`src/rtl/odd_result_pipe.sv`:
```
// Result staging pipe behind the SPU odd pipe: carries results to the odd
// register-file write port and exposes every stage to forwarding and RAW lookup.
module odd_result_pipe #(
  parameter int DEPTH       = 7,
  parameter int DATA_W      = 128,
  parameter int ADDR_W      = 7,
  parameter int FLUSH_DEPTH = 1
) (
  input  logic                     clk,
  input  logic                     reset,
  // Handshake: in_valid is a qualifier only; there is no ready. A result with
  // in_valid high is taken on the next rising edge unless reset or flush is high.
  input  logic                     in_valid,
  input  logic [0:DATA_W-1]        in_data,
  input  logic [0:ADDR_W-1]        in_addr,
  input  logic                     in_wr_en,
  input  logic [0:2]               in_latency,
  input  logic                     flush,
  input  logic [0:ADDR_W-1]        query_addr,
  output logic [0:DEPTH-1]         fwd_valid,
  output logic [0:DEPTH-1]         fwd_ready,
  output logic [0:DEPTH*ADDR_W-1]  fwd_addr,
  output logic [0:DEPTH*DATA_W-1]  fwd_data,
  output logic                     rf_wr_en,
  output logic [0:ADDR_W-1]        rf_addr,
  output logic [0:DATA_W-1]        rf_data,
  output logic                     pending_hit
);

  // Array index i holds stage i+1.
  function automatic logic [DEPTH-1:0] kill_mask_f();
    logic [DEPTH-1:0] m;
    m = '0;
    for (int i = 1; i < DEPTH; i++) begin
      m[i] = (i < FLUSH_DEPTH);
    end
    return m;
  endfunction

  localparam logic [DEPTH-1:0] KILL_MASK = kill_mask_f();

  logic              valid_q [DEPTH];
  logic              wr_en_q [DEPTH];
  logic [2:0]        lat_q   [DEPTH];
  logic [ADDR_W-1:0] addr_q  [DEPTH];
  logic [DATA_W-1:0] data_q  [DEPTH];

  logic [2:0]        lat_in;
  logic [2:0]        lat_eff;
  logic [DEPTH-1:0]  ready;
  logic [DEPTH-1:0]  hit;

  // Latency encodings below 2 are not meaningful for any odd unit; clamp to 2.
  assign lat_in  = in_latency;
  assign lat_eff = (lat_in < 3'd2) ? 3'd2 : lat_in;

  always_ff @(posedge clk) begin
    if (reset) begin
      for (int i = 0; i < DEPTH; i++) begin
        valid_q[i] <= 1'b0;
        wr_en_q[i] <= 1'b0;
        lat_q[i]   <= 3'd0;
        addr_q[i]  <= '0;
        data_q[i]  <= '0;
      end
    end else begin
      valid_q[0] <= in_valid & ~flush;
      wr_en_q[0] <= in_wr_en;
      lat_q[0]   <= lat_eff;
      addr_q[0]  <= in_addr;
      data_q[0]  <= in_data;
      // Payload always shifts; only valid is gated, so older results (e.g. a
      // resolved branch-and-set-link) survive a flush.
      for (int i = 1; i < DEPTH; i++) begin
        valid_q[i] <= valid_q[i-1] & ~(flush & KILL_MASK[i]);
        wr_en_q[i] <= wr_en_q[i-1];
        lat_q[i]   <= lat_q[i-1];
        addr_q[i]  <= addr_q[i-1];
        data_q[i]  <= data_q[i-1];
      end
    end
  end

  for (genvar g = 0; g < DEPTH; g++) begin : g_stage
    localparam int unsigned STAGE = g + 1;
    // Readiness depends only on the stage position, so it is recomputed here
    // rather than carried as a sticky bit.
    assign ready[g]     = valid_q[g] && (STAGE >= 32'(lat_q[g]));
    assign fwd_valid[g] = valid_q[g] & wr_en_q[g];
    assign fwd_ready[g] = fwd_valid[g] & ready[g];
    assign fwd_addr[g*ADDR_W +: ADDR_W] = addr_q[g];
    assign fwd_data[g*DATA_W +: DATA_W] = data_q[g];
    assign hit[g] = fwd_valid[g] & ~ready[g] & (addr_q[g] == query_addr);
  end

  assign pending_hit = |hit;

  assign rf_wr_en = fwd_valid[DEPTH-1];
  assign rf_addr  = addr_q[DEPTH-1];
  assign rf_data  = data_q[DEPTH-1];

endmodule

```
`config.mk`:
```
export PLATFORM = sky130hd
export DESIGN_NAME = odd_result_pipe
export DESIGN_NICKNAME = d
export VERILOG_FILES = /design/src/rtl/odd_result_pipe.sv
export SDC_FILE = /design/constraint.sdc
export NUM_CORES = 1
export LEC_CHECK = 0
export CORE_AREA = 10 10 474 476
export CTS_CLUSTER_SIZE = 25
export DETAILED_ROUTE_END_ITERATION = 8
export DIE_AREA = 0 0 484 486
export DONT_BUFFER_PORTS = 1
export HOLD_SLACK_MARGIN = 0.12
export PLACE_DENSITY_LB_ADDON = 0.15
export SYNTH_ARGS = -nofsm -noshare
export SYNTH_HDL_FRONTEND = slang
export SYNTH_SLANG_ARGS = --single-unit
```
`constraint.sdc`:
```
create_clock -name clk -period 2.64 [get_ports clk]
set_input_delay 0.528 -clock clk [delete_from_list [all_inputs] [get_ports clk]]
set_output_delay 0.528 -clock clk [all_outputs]
set_load 0.02 [all_outputs]
```
After elaboration in Yosys (flattened, before gate mapping)
Memories as Yosys holds them, arrays and structs flattened.
Cells that the tools add are included.
- div/mod/pow operators: 0
- add/subtract/negate cells: 0
- multiplexer cells: 39
- reduce and logical (&&, ||, !) cells: 7
- shift operators: 0
- equal/unequal tests: 7
- multipliers: 0
- magnitude comparators: 7
- bitwise gates (word level): 72
- operators by type and width (cell ; number):
    128-bit two-way mux ; 7
    7-bit equality test ; 7
    7-bit two-way mux ; 7
    1-bit bitwise OR ; 35
    1-bit bitwise AND ; 29
    3-bit two-way mux ; 8
    1-bit two-way mux ; 17
    3-bit >= comparator, first input constant ; 3
    1-bit inverter ; 8
    7-bit OR reduction ; 1
    2-bit by 3-bit >= comparator with 1-bit output, first input constant ; 2
    1-bit logical AND ; 6
    1-bit by 3-bit >= comparator with 1-bit output, first input constant ; 1
    3-bit by 2-bit less-than comparator with 1-bit output, second input constant ; 1
- bits in writable memories: 980
- latch bits: 0
- logic and storage cells: 137
- bits in read-only memories: 0
- input port bits: 150
- memories: 5
- register bits: 0
- memories (memory ; words ; width ; rd ports ; clocked after Yosys merged registers in ; write ports ; line ; source):
    data_q ; 7 ; 128 ; 7 ; 0 ; 7 ; 46 ; logic [DATA_W-1:0] data_q [DEPTH];
    addr_q ; 7 ; 7 ; 7 ; 0 ; 7 ; 45 ; logic [ADDR_W-1:0] addr_q [DEPTH];
    lat_q ; 7 ; 3 ; 6 ; 0 ; 7 ; 44 ; logic [2:0] lat_q [DEPTH];
    valid_q ; 7 ; 1 ; 7 ; 0 ; 7 ; 42 ; logic valid_q [DEPTH];
    wr_en_q ; 7 ; 1 ; 7 ; 0 ; 7 ; 43 ; logic wr_en_q [DEPTH];

Longest topological paths before layout
- depth after elaboration: 6
- gate-level depth with buffers: 6
- gate-level depth less buffers: 5

Worst setup path after synthesis
OpenSTA, ideal clock, no wires.
- path type: input port to output port
- from: input port query_addr[5] in the netlist's numbering
- to: output port pending_hit
- buffers on the path: 1
- path slack: 693 ps
- required time: 2112 ps
- arrival time: 1419 ps
- stages on the path: 5
- path through: buf_6 xor2_2 a2111oi_2 nand3_1 nand4_1
- longest elaborated chain between the ends: 3
- elaborated cells between the ends (all ways): 15
- those cells by class: eq/ne (7); bitwise (7); reduce/logical (1)
- ends and longest elaborated chain (element ; line ; source):
    start, declared ; 19 ; input logic [0:ADDR_W-1] query_addr,
    7-bit equality test ; 93 ; assign hit[g] = fwd_valid[g] & ~ready[g] & (addr_q[g] == query_addr);
    1-bit bitwise AND ; 93 ;
    7-bit OR reduction * ; 96 ; assign pending_hit = |hit;
    end, declared ; 27 ; output logic pending_hit
Mark *: on every way between the ends. The rest lies on a longest branch, timed or not.

==> results.json <==
{
  "status": "complete, no violations",
  "cts_setup_buffers": 0,
  "crit_buf_inv": 0,
  "placed_cells": 4900,
  "tns_ns": 0,
  "synth_top_cell_by_area": "dfxtp_1",
  "crit_fanout": 3,
  "vias_per_cell": 2.99,
  "synth_fp_nets": 2442,
  "wirelength_mm": 144,
  "drt_iter0_drc": 729,
  "grt_pass1_vias": 17500,
  "clockRootBuffer": "clkbuf_16",
  "syn_area_um2": 28000,
  "power_mw": 34.0,
  "slowest_stage": "dfxtp_1",
  "nFillCells": 23700,
  "relSlewSlack": 0.215,
  "min-delay-start": "reset",
  "async_flop_share": 0,
  "final_area_um2": 39800,
  "critical_path_class": "reg -> out",
  "critPathArrivalTime_ns": 2.09,
  "leakage_nw": 15.8,
  "core-area_um2": 216000,
  "post_drt_wl_per_cell_um": 25.3,
  "rr_worst_depth": 2,
  "fmax_mhz": 382,
  "portBuffers": 0,
  "hold_viol": 0,
  "overflow": 0,
  "track_usage": 0.117,
  "worstMarginPinSlew_ns": 1.18,
  "die_w_um": 484,
  "drtPass1Iterations": 4,
  "r2r_start": "data_q[0][5]$_SDFF_PP0_",
  "grt_pass1_wl_mm": 186,
  "required_ns": 2.11,
  "avgSynthCellArea_um2": 12.2,
  "die_area_um2": 235000,
  "hp-class": "in -> reg",
  "ys_top_cells_by_area": "dfxtp_1, nor2b_1, buf_4",
  "r2r_slack_ns": 1.05,
  "num_rows": 171,
  "globalplace.congestion": 0.822,
  "drv_slew": 0,
  "final_core_util": 0.185,
  "dp_slack_ns": 0.462,
  "worstReg2RegEnd": "data_q[0][133]$_SDFF_PP0_",
  "hpwl_mm": 109,
  "timing.hold.ws_ns": 0.268,
  "cp-end-kind": "primary output",
  "crit_chain": "xor2_1, nor4_1, a31oi_1, nand4_1",
  "placed_area_um2": 29900,
  "syn_inst": 2292,
  "drive_above_1_share": 0.0888,
  "period_share": 0.990,
  "grt_max_degree": 410,
  "cap_violations": 0,
  "slowest_delay_ns": 0.52,
  "final.setup.worst_slack_ns": 0.0252,
  "synth_top_area_share": 0.698,
  "route.vias.total": 17000,
  "yosysSeqAreaShare": 0.698,
  "hold_end": "data_q[3][7]$_SDFF_PP0_",
  "cts_tree": "built",
  "finalNonFillerCells": 5696,
  "cts-buffers-inserted": 119,
  "start_util": 0.130,
  "io_pins": 1246,
  "min_path_cells": 2,
  "syn2layout_area_growth_pct": 42.1,
  "h-tree-depth": 3,
  "path_clk_slew_ns": 0.06,
  "nets": 2865,
  "synthFlopType": "dfxtp_1",
  "cts_num_sinks": 977,
  "antenna_found_initial": 67,
  "powerDensity_nw_per_um2": 854,
  "fin_crit_ns": 2.61,
  "crit_family": "simple AND/OR/NAND/NOR gates",
  "worstSkewPairLatency_ns": 0.78,
  "setup_viol_count_final": 0,
  "rsz0062_at_grt": "true",
  "drc": 0,
  "cts_max_path_buffers": 3,
  "ant_nets": 0,
  "ys_warn_count": 0,
  "vdd_drop_max_mv": 0.613,
  "worst_setup_path_start_kind": "flip-flop",
  "ys_ff_latch": 977,
  "finalClockSkew_ns": 0.0519,
  "die_y_um": 486,
  "synth_edf_count": 0,
  "ys_types": 24
}
[synthesized netlist by cell type, types with 2 or more instances]
master / count
and2_1: 6
buf_4: 181
inv_1: 5
xor2_1: 19
nor3b_1: 2
nor2_1: 4
xnor2_1: 22
buf_6: 4
nand2_1: 4
a211oi_1: 2
nor2b_1: 974
dfxtp_1: 977
buf_2: 64
nor4_1: 6
a31oi_1: 2
clkbuf_1: 4
nand4_1: 7
nand3_1: 3
[flip-flops by register name, summed over array words and instances (netlist names)]
signal and count:
data_q 896, addr_q 49, lat_q 18, valid_q 7, wr_en_q 7
[metal layers]
metal	global-route usage	wire length [µm]	vias to the layer above
li1	-	-	7768
met1	0.131	55900	8155
met2	0.201	70500	879
met3	0.0528	14700	188
met4	0.0315	3060	26
met5	0	167	-
[kinds of logic (layout without fill, tap and decap cells)]
kind of cell    count (synthesis)  in the layout  share of synthesized area
flops                         977            977                      0.698
buf+inv                       258            781                     0.0627
simple gates                 1007           1007                      0.224
other cells                     0             27                          0
compound gates                  8              8                    0.00214
xor+xnor                       42             42                     0.0134
[worst max path at each step]
stage	startpoint	to	slack [ns]	depth (start not counted)
floorplan	query_addr[5]	pending_hit	0.69	5
global placement	query_addr[1]	pending_hit	0.45	4
detailed placement	query_addr[0]	pending_hit	0.46	4
CTS	addr_q[0][0]$_SDFF_PP0_	pending_hit	-0.11	5
global route	addr_q[0][0]$_SDFF_PP0_	pending_hit	-0.18	5
finish	addr_q[2][1]$_SDFF_PP0_	pending_hit	0.03	4
[cell usage in the layout, fill, tap and decap left out, types with 6 or more instances in the layout]
cell / instances
clkbuf_8: 29
nand4_1: 7
nor2b_1: 974
dfxtp_2: 23
xor2_1: 19
clkinv_4: 6
bufinv_16: 9
dfxtp_1: 949
xnor2_1: 17
diode_2: 27
clkbuf_1: 26
clkinv_2: 18
buf_4: 7
clkbuf_16: 119
dlygate4sd3_1: 543
[layout make-up]
cell class	count	area, µm²	area share
Sequential cell	977	19600	0.492
Multi-Input combinational cell	1057	6800	0.171
Timing Repair Buffer	555	5630	0.141
Tap cell	2854	3570	0.0897
Clock buffer	174	3470	0.0873
Clock inverter	47	659	0.0166
Antenna cell	27	67.6	0.00170
Inverter	5	18.8	0.000471
[report_power, final]
group	switching, mW	internal, mW	total, mW
Combinational	0.367	0.540	0.907
Clock	7.09	10.1	17.1
Sequential	0.889	15.1	16.0
Total	8.35	25.7	34.0
[repair_timing]
| item | 4_1_cts | 5_1_grt |
|---|---|---|
| endpoints found under the setup margin | 2 | 1 |
| hold endpoints to repair | 403 | 0 |
| hold buffers | 548 | 0 |
| pin swaps | 6 | 2 |
| gates resized for setup | 47 | 1 |
Power figures use the tool's default switching activity.
